--- config.mk ---
export PLATFORM = sky130hd
export DESIGN_NAME = spi_master_ctrl
export DESIGN_NICKNAME = d
export VERILOG_FILES = /design/src/rtl/spi_master_ctrl.sv
export SDC_FILE = /design/constraint.sdc
export NUM_CORES = 1
export LEC_CHECK = 0
export BUFFER_PORTS_ARGS = -buffer_cell sky130_fd_sc_hd__buf_4
export CELL_PAD_IN_SITES_DETAIL_PLACEMENT = 2
export CELL_PAD_IN_SITES_GLOBAL_PLACEMENT = 2
export CORE_MARGIN = 2
export CORE_UTILIZATION = 37
export DETAILED_ROUTE_END_ITERATION = 8
export HOLD_SLACK_MARGIN = 0.06
export PLACE_DENSITY_LB_ADDON = 0.2
export SYNTH_ARGS = -nofsm -noshare
export SYNTH_HDL_FRONTEND = slang
export SYNTH_SLANG_ARGS = --single-unit
--- constraint.sdc ---
create_clock -name clk -period 1.9 [get_ports clk]
set_input_delay 0.285 -clock clk [delete_from_list [all_inputs] [get_ports clk]]
set_output_delay 0.285 -clock clk [all_outputs]
set_load 0.1 [all_outputs]
--- src/rtl/spi_master_ctrl.sv ---
// SPI byte sequencer: holds config, runs one 8-bit full-duplex transfer per write, returns {rx_valid, rx_byte}.
// Latency: cmd/rd ack one cycle after the request edge; a write is acked 16*(DIV+1)+1 cycles after its edge.
// Backpressure: none. Requests are edge-triggered, and a cmd arriving mid-byte is held until the byte completes.
module spi_master_ctrl #(
    parameter logic [7:0] DIV_RST  = 8'd4,
    parameter logic       CPOL_RST = 1'b0,
    parameter logic       CPHA_RST = 1'b0
) (
    input  logic        clk,
    input  logic        rst,
    input  logic [10:0] req_data,
    input  logic        req_cmd,
    input  logic        req_wr,
    input  logic        req_rd,
    output logic [8:0]  rsp_data,
    output logic        rsp_ack,
    output logic        sclk,
    output logic        mosi,
    input  logic        miso,
    output logic        ss_n
);

    typedef enum logic [1:0] {S_IDLE, S_SHIFT, S_DONE} state_t;

    state_t      r_state;
    state_t      w_next;
    logic [7:0]  r_div;
    logic        r_cpol;
    logic        r_cpha;
    logic        r_ss;
    logic        r_sclk;
    logic [7:0]  r_tx;
    logic [7:0]  r_rx;
    logic [7:0]  r_rx_byte;
    logic        r_rx_valid;
    logic [8:0]  r_rsp_data;
    logic        r_ack;
    logic [7:0]  r_cnt;
    logic [3:0]  r_edge;
    logic        r_cmd_d;
    logic        r_wr_d;
    logic        r_rd_d;
    logic        r_cmd_pend;
    logic [10:0] r_cmd_data;
    logic        r_miso_s1;
    logic        r_miso_s2;

    logic        w_cmd_edge;
    logic        w_wr_edge;
    logic        w_rd_edge;
    logic        w_tick;
    logic        w_sample;
    logic        w_shift;
    logic [10:0] w_cfg_src;
    logic        w_do_cfg;
    logic        w_do_rd;
    logic        w_start;
    logic        w_done;
    logic        w_pend_set;

    assign w_cmd_edge = req_cmd & ~r_cmd_d;
    assign w_wr_edge  = req_wr  & ~r_wr_d;
    assign w_rd_edge  = req_rd  & ~r_rd_d;

    // r_edge holds the number of SCLK edges already produced, so edge number = r_edge + 1
    assign w_tick   = (r_state == S_SHIFT) && (r_cnt == r_div);
    assign w_sample = w_tick && (r_cpha ? r_edge[0] : ~r_edge[0]);
    assign w_shift  = w_tick && (r_cpha ? (~r_edge[0] && (r_edge >= 4'd2))
                                        : ( r_edge[0] && (r_edge <= 4'd13)));

    // A cmd deferred from mid-byte is applied from its captured copy
    assign w_cfg_src = r_cmd_pend ? r_cmd_data : req_data;

    // State register
    always_ff @(posedge clk) begin
        if (!rst) begin
            r_state <= S_IDLE;
        end else begin
            r_state <= w_next;
        end
    end

    // Next state and per-cycle action strobes
    always_comb begin
        w_next     = r_state;
        w_do_cfg   = 1'b0;
        w_do_rd    = 1'b0;
        w_start    = 1'b0;
        w_done     = 1'b0;
        w_pend_set = 1'b0;
        case (r_state)
            S_IDLE: begin
                if (r_cmd_pend || w_cmd_edge) begin
                    w_do_cfg = 1'b1;
                end else if (w_wr_edge) begin
                    w_start = 1'b1;
                    w_next  = S_SHIFT;
                end else if (w_rd_edge) begin
                    w_do_rd = 1'b1;
                end
            end
            S_SHIFT: begin
                if (w_tick && (r_edge == 4'd15)) begin
                    w_next = S_DONE;
                end
                if (w_cmd_edge) begin
                    w_pend_set = 1'b1;
                end else if (w_rd_edge) begin
                    w_do_rd = 1'b1;
                end
            end
            S_DONE: begin
                w_next = S_IDLE;
                w_done = 1'b1;
                if (w_cmd_edge) begin
                    w_pend_set = 1'b1;
                end else if (w_rd_edge) begin
                    w_do_rd = 1'b1;
                end
            end
            default: w_next = S_IDLE;
        endcase
    end

    // Datapath: request edge detect, miso sync, config, shifting, response
    always_ff @(posedge clk) begin
        if (!rst) begin
            // Edge detectors start high so a request level held through reset is not replayed
            r_cmd_d    <= 1'b1;
            r_wr_d     <= 1'b1;
            r_rd_d     <= 1'b1;
            r_miso_s1  <= 1'b0;
            r_miso_s2  <= 1'b0;
            r_div      <= DIV_RST;
            r_cpol     <= CPOL_RST;
            r_cpha     <= CPHA_RST;
            r_ss       <= 1'b0;
            r_sclk     <= CPOL_RST;
            r_tx       <= 8'h00;
            r_rx       <= 8'h00;
            r_rx_byte  <= 8'h00;
            r_rx_valid <= 1'b0;
            r_rsp_data <= 9'h000;
            r_ack      <= 1'b0;
            r_cnt      <= 8'h00;
            r_edge     <= 4'h0;
            r_cmd_pend <= 1'b0;
            r_cmd_data <= 11'h000;
        end else begin
            r_cmd_d   <= req_cmd;
            r_wr_d    <= req_wr;
            r_rd_d    <= req_rd;
            r_miso_s1 <= miso;
            r_miso_s2 <= r_miso_s1;
            r_ack     <= w_do_cfg | w_do_rd | w_done;

            if (w_do_cfg) begin
                r_div      <= w_cfg_src[7:0];
                r_cpol     <= w_cfg_src[8];
                r_cpha     <= w_cfg_src[9];
                r_ss       <= w_cfg_src[10];
                r_sclk     <= w_cfg_src[8];
                r_cmd_pend <= 1'b0;
            end
            if (w_pend_set) begin
                r_cmd_pend <= 1'b1;
                r_cmd_data <= req_data;
            end

            if (w_start) begin
                r_tx   <= req_data[7:0];
                r_rx   <= 8'h00;
                r_cnt  <= 8'h00;
                r_edge <= 4'h0;
            end else if (r_state == S_SHIFT) begin
                if (w_tick) begin
                    r_cnt  <= 8'h00;
                    r_sclk <= ~r_sclk;
                    r_edge <= r_edge + 4'd1;
                end else begin
                    r_cnt <= r_cnt + 8'd1;
                end
                if (w_sample) begin
                    r_rx <= {r_rx[6:0], r_miso_s2};
                end
                if (w_shift) begin
                    r_tx <= {r_tx[6:0], 1'b0};
                end
            end

            // A read coinciding with DONE returns the old byte; DONE's set of rx_valid wins
            if (w_do_rd) begin
                r_rsp_data <= {r_rx_valid, r_rx_byte};
            end
            if (w_done) begin
                r_rx_byte  <= r_rx;
                r_rx_valid <= 1'b1;
            end else if (w_do_rd) begin
                r_rx_valid <= 1'b0;
            end
        end
    end

    assign rsp_data = r_rsp_data;
    assign rsp_ack  = r_ack;
    assign sclk     = r_sclk;
    assign mosi     = r_tx[7];
    assign ss_n     = ~r_ss;

endmodule

# Yosys cells after proc, flatten, opt, wreduce, memory -nomap -nowiden

Cells that the tools add are included.

$add $sub $neg: 2
Order comparisons: 2
Equality and inequality tests: 7
Mux-type cells: 32
Bitwise gates (word level): 12
Reductions and logical operators: 18

Operator list:

| cell                                                                                | count |
|---|---|
| 8-bit two-way mux                                                                   | 4 |
| 1-bit two-way mux                                                                   | 22 |
| 11-bit two-way mux                                                                  | 1 |
| 8-bit by 1-bit adder with 8-bit output, second input constant                       | 1 |
| 8-bit == test                                                                       | 1 |
| 2-bit nonzero test                                                                  | 4 |
| 1-bit inverter                                                                      | 7 |
| 1-bit logical AND                                                                   | 6 |
| 2-bit two-way mux                                                                   | 3 |
| 2-bit != test, second input constant                                                | 3 |
| 2-bit AND reduction                                                                 | 3 |
| 4-bit by 1-bit adder with 4-bit output, second input constant                       | 1 |
| 4-bit == test, second input constant                                                | 1 |
| 4-bit by 2-bit greater-or-equal comparator with 1-bit output, second input constant | 1 |
| 4-bit less-or-equal comparator, second input constant                               | 1 |
| 2-bit case mux with 2 select lines                                                  | 1 |
| 2-bit OR reduction                                                                  | 2 |
| 1-bit AND                                                                           | 3 |
| 3-bit AND reduction                                                                 | 1 |
| 2-bit by 1-bit == test with 1-bit output, second input constant                     | 1 |
| 2-bit == test, second input constant                                                | 1 |
| 2-bit zero test                                                                     | 1 |
| 1-bit bitwise OR                                                                    | 2 |
| 1-bit case mux with 2 select lines                                                  | 1 |
| 1-bit logical OR                                                                    | 1 |

Flip-flop bits (word level): 77
Output and inout port bits: 13

# Depth between registers and ports, before layout

Gate-level depths: netlist of run 1.

Word-level depth: 9
Depth in mapped cells: 8

# Worst setup path after synthesis of run 1

OpenSTA, ideal clock, no wires.

Path type: reg2reg
Start: register r_edge[0]
End: register r_tx[7]
Arrival: 1487 ps
Data required time: 1777 ps
Setup slack: 290 ps
Stages on the path, launching flop included: 8
Buffers on the path: 0
Period minus slack after synthesis: 1610 ps
Path through: dfxtp_1 -> inv_1 -> ha_1 -> nor4bb_1 -> o22ai_1 -> nand4_2 -> mux2i_1 -> o21ai_0

Longest elaborated chain between the ends: 6
Elaborated cells between the ends (all ways): 9
Those cells by class: 2 x order compare; 1 x mux; 1 x bitwise; 5 x reduce/logical

RTL lines:

| item                                                         | line   | RTL |
|---|---|---|
| start, declared                                              | 39     | `logic [3:0] r_edge;` |
| start signal, assigned                                       | 179    | `r_edge <= r_edge + 4'd1;` |
| 4-bit less-or-equal comparator, or another cell as far along | 69     | `: ( r_edge[0] && (r_edge <= 4'd13)));` |
| 1-bit logical AND, on equally long branches                  | 69, 68 |  |
| 1-bit two-way mux (*)                                        | 68     | `assign w_shift = w_tick && (r_cpha ? (~r_edge[0] && (r_edge >= 4'd2))` |
| 1-bit logical AND (*)                                        | 68     |  |
| 2-bit nonzero test (no source line) (*)                      | n/a    |  |
| 2-bit AND reduction (no source line) (*)                     | n/a    |  |
| end signal, assigned                                         | 171    | `r_tx <= req_data[7:0];` |
| end signal, assigned                                         | 187    | `r_tx <= {r_tx[6:0], 1'b0};` |
| end, declared                                                | 32     | `logic [7:0] r_tx;` |

Mark *: on every way between the ends. The rest lies on a longest branch, timed or not.
A chain may end at the register's enable or synchronous reset.

# Final worst setup path of run 1

Start: register r_edge[0]
End: register r_tx[3]

Same word-level chain as after synthesis.

==> results of run 1 <==
-- cells in the mapped netlist (2+ instances only) --
library cell / number / area share, %
o21a_1: 2 / 0.45
and3_1: 2 / 0.38
buf_2: 7 / 1.1
nor3_1: 2 / 0.30
clkbuf_1: 10 / 1.1
nand4_1: 4 / 0.75
dfxtp_1: 77 / 46
xor2_1: 11 / 2.9
nand2_1: 55 / 6.2
ha_1: 8 / 3.0
xnor2_1: 5 / 1.3
and2_1: 5 / 0.94
mux2_2: 2 / 0.68
nor2b_1: 19 / 3.6
nand3b_1: 2 / 0.45
nand3_1: 3 / 0.45
a21boi_0: 10 / 2.3
inv_1: 7 / 0.79
o21ai_0: 11 / 1.7
nor2_1: 15 / 1.7
a211oi_1: 3 / 0.68
mux2i_1: 44 / 13
o211a_1: 6 / 1.8
a21oi_1: 5 / 0.75
nand2b_1: 10 / 1.9
-- final timing paths --
check	startpoint	endpoint	depth (start not counted)
hold / removal	req_wr	r_wr_d	2
setup reg to reg	r_edge[0]	r_tx[3]	7
setup / recovery	r_edge[0]	r_tx[3]	7
hold reg to reg	r_miso_s1	r_miso_s2	1
-- final cells by class --
type / instances / area (um2)
Fill cell: 914 / 4680
Clock buffer: 11 / 141
Inverter: 7 / 26.3
Clock inverter: 4 / 48.8
Multi-Input combinational cell: 240 / 1720
Sequential cell: 77 / 1550
Tap cell: 108 / 135
Timing Repair Buffer: 53 / 423
-- kinds of logic (layout without fill, tap and decap cells) --
| family | after synthesis | after routing | share of synthesized area, % |
|---|---|---|---|
| buffers and inverters | 25 | 75 | 3.32 |
| XOR/XNOR | 16 | 16 | 4.23 |
| multiplexers | 46 | 46 | 14.0 |
| adder cells (fa/ha/maj) | 8 | 8 | 3.02 |
| flip-flops | 77 | 77 | 46.5 |
| AO/OA/AOI/OAI | 44 | 44 | 9.13 |
| AND/OR/NAND/NOR | 126 | 126 | 19.8 |
-- critical path: cells and delay by family (launching register included) --
family | cells | cell delay, ps
muxes | 1 | 240
buffers and inverters | 1 | 80
DFF | 1 | 390
and+or+nand+nor | 2 | 510
AOI/OAI and AO/OA | 2 | 260
adders and majority gates | 1 | 220
-- power by group through the flow --
| stage | Clock (mW) | Combinational, mW | Sequential (mW) |
|---|---|---|---|
| after floorplan | 0 | 0.322 | 1.78 |
| after global placement | 0 | 0.547 | 1.76 |
| after detailed placement | 0 | 0.568 | 1.76 |
| after CTS | 1.27 | 0.604 | 1.73 |
| after global routing | 1.35 | 0.685 | 1.73 |
| final | 1.23 | 0.624 | 1.73 |
-- metrics by stage --
stage / std cells / util, % / area, um2 / setup slack (ps)
3_3_place_gp: 483 / 43.2 / 3770 / -53.6
4_1_cts: 498 / 45.6 / 3980 / 1.29
5_1_grt: 500 / 46.3 / 4040 / -9.05
2_1_floorplan: 342 / - / 3320 / 290
3_5_place_dp: 483 / 43.2 / 3770 / -221
6_report: 500 / 46.3 / 4040 / 82.6
-- what timing repair did --
item	4_1_cts	5_1_grt
cloned	0	0
buffers inserted	0	2
gates resized for setup	5	10
setup endpoints to repair	30	25
pin swaps	0	3
-- flip-flops by register name, summed over array words and instances (netlist names) --
signal and cells:
r_cmd_data 11, rsp_data 9, r_cnt 8, r_div 8, r_rx 8, r_rx_byte 8, r_tx 8, r_edge 4
r_state 2, r_cmd_d 1, r_cmd_pend 1, r_cpha 1, r_miso_s1 1, r_miso_s2 1, r_rd_d 1, r_rx_valid 1
r_ss 1, r_wr_d 1, rsp_ack 1, sclk 1
-- layer usage --
| layer | wire [um] | share of wire, % | up-vias | track usage, % |
|---|---|---|---|---|
| met5 | 0 | 0 | - | 0 |
| met4 | 102 | 1.2 | 0 | 4.74 |
| met3 | 188 | 2.1 | 9 | 3.19 |
| met2 | 4220 | 48 | 28 | 31.2 |
| met1 | 4340 | 49 | 1249 | 25.6 |
| li1 | - | - | 1246 | - |
==> metrics.md, run 1 <==
| Metric | Value |
|---|---|
| Total power | 3.58 mW |
| Detailed Routing Iterations Pass 1 | 4 |
| GRT Total Usage | 18.8% |
| Number of remaining DRC errors | 0 |
| Nets | 413 |
| Area grow syn2layout | 21.8% |
| Clock tree sinks | 77 |
| Final WL | 8.85 mm |
| Top FF cell, synth | dfxtp_1 |
| Final setup fails | 0 |
| Reg clk slew, reported paths | 80 ps |
| RD Place Congestion | 0.773 |
| Most frequent cells in the layout | dfxtp_1 (74), nand2_1 (55), buf_4 (51) |
| Slew Limit Fails | 0 |
| Total leakage power | 1.62 nW |
| Sequential share of power | 48.2% |
| CTS tree | done |
| Peak supply drop | 0.343 mV |
| Peak Freq | 550 MHz |
| Number of antenna diodes | 0 |
| Number of flops mapped to enable cells by yosys | 0 |
| Most common cell after layout, fill and taps aside | dfxtp_1 |
| ANT nets after route | 0 |
| Worst-Margin Slew | 638 ps |
| Core area | 8720 um2 |
| Final Hold Fails | 0 |
| Worst Path Required | 2120 ps |
| Die X | 98.7 um |
| Core Rows | 34 |
| CP Capture Type | flip-flop |
| Critical-path cell list | inv_1, ha_1, nor4bb_2, o22ai_2, nand4_4, mux2i_1, o21ai_0 |
| Final HPWL from detailed placement | 5.98 mm |
| Period utilization | 95.7% |
| Yosys warns | 0 |
| CP arrival | 2030 ps |
| CTS max path bufs | 2 |
| Die area | 9730 um2 |
| Register area share after synthesis | 46.5% |
| Slew margin rel. | 57.5% |
| Setup_tns | 0 ps |
| Number of global-route vias before repair | 2715 |
| Register bit total from synthesis | 77 |
| Share of cells above drive strength 1 | 21.7% |
| Power share of the combinational group | 17.4% |
| Synth unique cells | 42 |
| Average wire per standard cell | 17.7 um |
| Slowest CP cell | dfxtp_4 |
| Largest net degree at the start of global routing | 33 |
| Die height | 98.7 um |
| Reg-to-reg slack, setup | 80 ps |
| Worst hold path class | input pin to flip-flop |
| Synth Instances | 342 |
| Hold slack | 135 ps |
| Root buffer cell | clkbuf_8 |
| Vias | 2532 |
| Max FO, Critical Path | 8 |
| Post-Syn Area per Cell | 9.69 um2 |
| P_int | 2.57 mW |
| Port Buffers | 29 |
| Io pins | 30 |
| Post-synth ARST share | 0% |
| Initial antenna violation count | 0 |
| First-pass GRT wire length | 14.4 mm |
| Clock power share | 34.3% |
| Power Density | 886 nW/um2 |
| Clock Latency Late Sink | 340 ps |
| Vias/cell | 5.06 |
| Critical Path Start Type | flip-flop |
| Initial Util | 38.0% |
| Clk_skew | 11.0 ps |
| Max Cap Viol | 0 |
| Hold-fix buffers at CTS | 0 |
| DR iter-0 viols | 86 |
| Syn Std Cell Area | 3320 um2 |
| CP max stage delay | 390 ps |
| Crit path kind | flip-flop to flip-flop |
| Final global-route overflow total | 0 |
| CTS Buf Count | 9 |
| Mapped Nets | 367 |
| Switch Pwr | 1.01 mW |
| Status | complete, no violations |
| Fin crit period | 1820 ps |
| H-tree levels | 3 |
| Sw Ratio | 28.1% |
No activity file was read; power rests on OpenSTA's default activity.
==> inputs of run 2 (changes only) <==
ABC_AREA = 1   (was unset)
CORE_UTILIZATION = 33   (was 37)
==> run 2 against run 1 <==
Effect of this change:
- combinational power is 16% lower
- critical path depth is 4 higher
- final cell count is 29% higher
- core utilization is 5.4 points lower
- via count is 24% higher
- sequential cell count stayed put
- first-iteration DRC count is 14% lower
- hold slack worse by 15 ps
- critical endpoint is now r_state[0]
- global-route usage is 0.68 points higher
- synthesized area is 1.3% higher
- fmax is 2.4% higher
- setup slack better by 43 ps
==> metrics.md, run 2 <==
| Metric | Value |
|---|---|
| Number of flops mapped to enable cells by yosys | 0 (unchanged) |
| Yosys warns | 0 (unchanged) |
| CTS Buf Count | 9 (unchanged) |
| Setup_tns | 0 ps (unchanged) |
| CP Capture Type | flip-flop |
| CTS tree | done |
| Compound-cell area share of the yosys netlist | 12.4% (+3.3 points) |
| Worst Setup Slack, final | 126 ps (+43.0 ps) |
| Post-synth ARST share | 0% (unchanged) |
| Register bit total from synthesis | 77 (unchanged) |
| Clock tree sinks | 77 (unchanged) |
| Synth Area in XOR/XNOR | 1.56% (-2.7 points) |
| Clk_skew | 13.7 ps (+2.64 ps) |
| CTS max path bufs | 2 (unchanged) |
| Initial antenna violation count | 0 (unchanged) |
| Design area | 4020 um2 (-0.56%) |
| Mux cell area share after synthesis | 0% (-14 points) |
| Reg clk slew, reported paths | 70 ps (about the same) |
| Post-Syn Area per Cell | 7.18 um2 (-26%) |
| H-tree levels | 3 (unchanged) |
| Max Cap Viol | 0 (unchanged) |
| Die X | 105 um (+6.3%) |
| Total leakage power | 1.75 nW (+8.0%) |
| Peak Freq | 564 MHz (+2.4%) |
| Most common cell in the netlist | nand2_1 |
| Yosys top cell by area | dfxtp_1 |
| Top FF cell, synth | dfxtp_1 |
| GRT Total Usage | 19.5% (+0.68 points) |
| Peak supply drop | 0.505 mV (+47%) |
| Slew margin rel. | 59.1% (+1.7 points) |
| Synth area leaders | dfxtp_1 (46%), nand2_1 (15%), nor2_1 (7.0%) |
| RD Place Congestion | 0.752 (-2.6%) |
| Root buffer cell | clkbuf_8 |
| Top cell type's share of synthesized area | 45.9% (-0.61 points) |
| Initial Util | 34.2% (-3.8 points) |
| Period utilization | 93.4% (-2.3 points) |
| RSZ-0062 raised after global routing | true |
| Place WS | 7.91 ps (+229 ps) |
| CP arrival | 2030 ps (about the same) |
| Slew Limit Fails | 0 (unchanged) |
| Worst hold path class | input pin to flip-flop |
| Die height | 105 um (+6.3%) |
| Worst-Margin Slew | 612 ps (-25.6 ps) |
| ANT nets after route | 0 (unchanged) |
| Worst Path Required | 2160 ps (+40 ps) |
| Commonest cells in the netlist | nand2_1 (135), dfxtp_1 (77), nor2_1 (63) |
| Max FO, Critical Path | 4 (-4) |
| Fillers | 1212 (+33%) |
| Number of flip-flops under the largest register name | 11 (unchanged) |
| Final WL | 10.3 mm (+16%) |
| Biggest register | r_cmd_data |
| Nets | 535 (+30%) |
| Number of remaining DRC errors | 0 (unchanged) |
| Port Buffers | 29 (unchanged) |
| Average wire per standard cell | 15.8 um (-10%) |
| Register area share after synthesis | 45.9% (-0.61 points) |
| Die area | 11000 um2 (+13%) |
| Critical Path Start Type | flip-flop |
| Detailed Routing Iterations Pass 1 | 4 (unchanged) |
| Final Hold Fails | 0 (unchanged) |
| Syn Std Cell Area | 3360 um2 (+1.3%) |
| Io pins | 30 (unchanged) |
| Core area | 9820 um2 (+13%) |
| Synth unique cells | 32 (-24%) |
| Area grow syn2layout | 19.6% |
| Largest family of logic cells by synthesized area | simple AND/OR/NAND/NOR gates |
| First-pass GRT wire length | 16.9 mm (+17%) |
| DR iter-0 viols | 74 (-14%) |
| Number of antenna diodes | 0 (unchanged) |
| Synth Area in Simple Gates | 29.8% (+9.9 points) |
| Hold slack | 120 ps (-15.5 ps) |
| Fin crit period | 1770 ps (-43.0 ps) |
| Final global-route overflow total | 0 (unchanged) |
| Vias | 3131 (+24%) |
| Fraction of the mapped netlist area in adder cells | 2.98% (-0.039 points) |
| Vias/cell | 4.84 (-4.4%) |
| Final setup fails | 0 (unchanged) |
| Core Rows | 36 (+5.9%) |
| Share of cells above drive strength 1 | 16.3% (-5.3 points) |
| Most common cell after layout, fill and taps aside | nand2_1 |
| Area post-placement | 3760 um2 (about the same) |
| Clock Latency Late Sink | 370 ps (+30 ps) |
| Crit path kind | flip-flop to flip-flop |
| Largest net degree at the start of global routing | 26 (-21%) |
| Number of global-route vias before repair | 3439 (+27%) |
| Mapped Nets | 493 (+34%) |
| Most frequent cells in the layout | nand2_1 (131), dfxtp_1 (76), nor2_1 (63) |
| Final HPWL from detailed placement | 7.23 mm (+21%) |
| Status | complete, no violations |
| Power Density | 856 nW/um2 (-3.4%) |
| Synth Instances | 468 (+37%) |
[run 2: path summary, 6_finish.rpt]
path | to | from | slack [ps] | depth (start not counted)
worst max-delay path | r_state[0] | r_state[1] | 130 | 11
worst min-delay path | r_miso_s1 | miso | 120 | 3
worst max register to register | r_state[0] | r_state[1] | 130 | 11
worst min register to register | r_miso_s2 | r_miso_s1 | 440 | 2
[run 2: cell families (layout without fill, tap and decap cells)]
family | count (synthesis) | in the layout
and+or+nand+nor | 237 | 237
buffers and inverters | 62 | 108
AOI/OAI and AO/OA | 78 | 78
xor gates and xnor gates | 6 | 6
adders and majority gates | 8 | 8
DFF | 77 | 77
[run 2: metal layers]
| metal | vias up | track usage [%] | share of wire (%) | wire (um) |
|---|---|---|---|---|
| met4 | 0 | 4.57 | 1.2 | 125 |
| met2 | 29 | 35.9 | 53 | 5450 |
| met3 | 14 | 5.24 | 2.5 | 259 |
| li1 | 1563 | - | - | - |
| met1 | 1525 | 22.2 | 43 | 4410 |
| met5 | - | 0 | 0 | 0 |
[run 2: timing repair]
action,CTS,global route
setup buffers,0,4
setup endpoints to repair,3,31
resized for setup,1,13
cloned,0,1
pin swaps,0,2
hold buffers,0,0
[run 2: area by class of cell]
class	count	area (um2)	area share [%]
repair inverters	1	5.00	0.125
multi-input cells	329	1600	39.7
inverters	47	181	4.52
flip-flops and latches	77	1540	38.4
clock buffers	10	128	3.18
clock inverters	5	52.6	1.31
repair buffers	45	345	8.60
well taps	133	166	4.14
[run 2: worst max-delay path: stages (launching register included)]
cell,delay [ps]
dfxtp_1,340
inv_1,110
ha_1,200
inv_2,80
a21oi_2,120
nand3_2,110
nor2_4,210
nand3_1,150
nand2_1,150
nand2_1,70
nand2_1,70
nor2_1,50
[run 2: through the flow]
| stage | utilization, % | cells | power (mW) |
|---|---|---|---|
| after floorplan | - | 468 | 2.09 |
| after global placement | 38.3 | 627 | 2.24 |
| after detailed placement | 38.3 | 627 | 2.26 |
| after CTS | 40.2 | 642 | 3.49 |
| after global routing | 40.9 | 647 | 3.61 |
| final | 40.9 | 647 | 3.44 |
[run 2: power by group]
| part | internal (mW) | switching (mW) |
|---|---|---|
| clock | 0.593 | 0.610 |
| sequential | 1.67 | 0.0403 |
| combinational | 0.158 | 0.369 |
| total | 2.42 | 1.02 |
==> inputs of run 3 (changes only) <==
SETUP_SLACK_MARGIN = 0.15   (was unset)
==> run 3 against run 2 <==
Effect of this change:
- cell area rose by 2.9%
- final cell count rose by 0.62%
- critical path depth did not move
- first-iteration DRC count did not move
- global-route usage rose by 0.96 points
- hold slack got worse by 2.7 ps
- sequential share of layout area fell by 0.91 points
- largest cell class unchanged
==> metrics.md, run 3 (same netlist as run 2, synthesis figures left out) <==
| Metric | Value |
|---|---|
| Sequential share of power | 48.9% (-0.8 points) |
| Final global-route overflow total | 0 (unchanged) |
| Power Density | 847 nW/um2 (-1.0%) |
| Max FO, Critical Path | 4 (unchanged) |
| Worst hold start | req_wr |
| Worst-Margin Slew | 627 ps (+14.5 ps) |
| Initial Util | 34.2% (unchanged) |
| Clk_skew | 12.1 ps (-1.62 ps) |
| Slew Limit Fails | 0 (unchanged) |
| Port Buffers | 29 (unchanged) |
| CTS Buf Count | 9 (unchanged) |
| Origin of the worst setup path | r_state[1] |
| Period utilization | 91.7% (-1.7 points) |
| Worst hold path class | input pin to flip-flop |
| DR iter-0 viols | 74 (unchanged) |
| CTS max path bufs | 2 (unchanged) |
| Vias/cell | 4.96 (+2.4%) |
| Critical Path Start Type | flip-flop |
| Final setup fails | 0 (unchanged) |
| Max Cap Viol | 0 (unchanged) |
| ANT nets after route | 0 (unchanged) |
| Die height | 105 um (unchanged) |
| RR Endpoint | r_state[0] |
| Average wire per standard cell | 16.7 um (+5.3%) |
| Initial antenna violation count | 0 (unchanged) |
| Reg clk slew, reported paths | 80 ps (about the same) |
| Cell mode on critical path | nand2_1 |
| Slowest CP cell | dfxtp_4 |
| Final Hold Fails | 0 (unchanged) |
| Largest net degree at the start of global routing | 26 (unchanged) |
| Number of remaining DRC errors | 0 (unchanged) |
| Peak Freq | 574 MHz (+1.8%) |
| Root buffer cell | clkbuf_8 |
| Detailed Routing Iterations Pass 1 | 4 (unchanged) |
| Worst path bufs/invs | 2 (unchanged) |
| Number of global-route vias before repair | 3557 (+3.4%) |
| CP max stage delay | 370 ps (+30 ps) |
| Reg-to-reg slack, setup | 160 ps (+30 ps) |
| Share of cells above drive strength 1 | 19.1% (+2.8 points) |
| First-pass GRT wire length | 17.8 mm (+5.2%) |
| CTS tree | done |
| Most common cell after layout, fill and taps aside | nand2_1 |
| Sw Ratio | 30.2% (+0.58 points) |
| Reg-to-Reg Start | r_state[1] |
| Clock power share | 34.7% (-0.3 points) |
| Hold path cells | 2 (-1) |
| Setup_tns | 0 ps (unchanged) |
| Final Core Density | 42.1% (+1.2 points) |
| RD Place Congestion | 0.752 (unchanged) |
| Clock Latency Late Sink | 370 ps (about the same) |
| Core area | 9820 um2 (unchanged) |
| Io pins | 30 (unchanged) |
| Most frequent cells in the layout | nand2_1 (128), dfxtp_1 (74), nor2_1 (63) |
| CP arrival | 2000 ps (-30 ps) |
| Critical-path cell list | inv_6, ha_4, inv_4, a21oi_2, nand3_2, nor2_4, nand3_1, nand2_2, nand2_1, nand2_1, nor2_1 |
| RSZ-0062 raised after global routing | true |
| Number of flip-flops under the largest register name | 11 (unchanged) |
| CP Capture Type | flip-flop |
| Worst Path Required | 2160 ps (about the same) |
| Status | complete, no violations |
| H-tree levels | 3 (unchanged) |
| Worst r2r path cells | 11 (unchanged) |
| Final HPWL from detailed placement | 7.23 mm (unchanged) |
| Switch Pwr | 1.06 mW (+3.9%) |
| Clock tree sinks | 77 (unchanged) |
| Slew margin rel. | 58.2% (-0.97 points) |
| Nets | 539 (+0.75%) |
| Peak supply drop | 0.464 mV (-8.1%) |
| P_int | 2.45 mW (+1.0%) |
| Vias | 3226 (+3.0%) |
| Die area | 11000 um2 (unchanged) |
| GRT Total Usage | 20.4% (+0.96 points) |
| Area grow syn2layout | 23.1% |
| Crit path kind | flip-flop to flip-flop |
| Fillers | 1177 (-2.9%) |
| Number of antenna diodes | 0 (unchanged) |
| Total leakage power | 1.78 nW (+2.2%) |
| Worst hold path endpoint | r_wr_d |
| Biggest register | r_cmd_data |
| Core Rows | 36 (unchanged) |
| Crit-path leading delay family | simple AND/OR/NAND/NOR gates |
| Die X | 105 um (unchanged) |
| Power share of the combinational group | 16.4% (+1.1 points) |
| Fin crit period | 1740 ps (-31.6 ps) |
| Final WL | 10.9 mm (+5.9%) |
-- run 3: cell type report --
type / instances / area [um2] / area share [%]
sequential: 77 / 1550 / 37.5
timing repair buffer: 49 / 388 / 9.38
multi-input combinational: 330 / 1650 / 40.0
inverter: 47 / 198 / 4.78
clock inverter: 5 / 52.6 / 1.27
clock buffer: 10 / 128 / 3.09
tap: 133 / 166 / 4.03
-- run 3: worst max path at each step --
stage,endpoint,cells after the start
3_3_place_gp,r_cnt[1],9
5_1_grt,r_state[0],11
3_5_place_dp,r_cnt[1],9
6_report,r_state[0],11
4_1_cts,r_tx[1],9
2_1_floorplan,r_tx[7],12
-- run 3: power by group through the flow --
stage	clock network (mW)	registers (mW)	logic, mW
6_report	1.22	1.71	0.574
2_1_floorplan	0	1.84	0.255
4_1_cts	1.25	1.71	0.538
5_1_grt	1.32	1.72	0.626
3_5_place_dp	0	1.75	0.516
3_3_place_gp	0	1.74	0.496
-- run 3: per-layer routing --
layer	track usage (%)	wire length, um	share of wire, %
met3	5.36	287	2.6
met2	37.8	5840	54
met1	23.1	4540	42
met5	0	0	0
met4	5.24	191	1.8
-- run 3: what timing repair did --
action                     CTS  global route
resized for setup           12            28
pin swaps                    5            11
setup endpoints to repair   39            37
buffers inserted             4             4
hold buffers                 0             0
cloned                       1             0
-- run 3: through the flow --
stage	setup WS (ps)	power, mW	instances	area, um2	hold slack [ps]
after detailed placement	7.91	2.26	627	3760	427
after global routing	87.5	3.67	651	4130	107
after global placement	51.9	2.24	627	3760	423
after floorplan	285	2.09	468	3360	383
final	157	3.50	651	4130	117
after CTS	127	3.50	647	4030	93.6
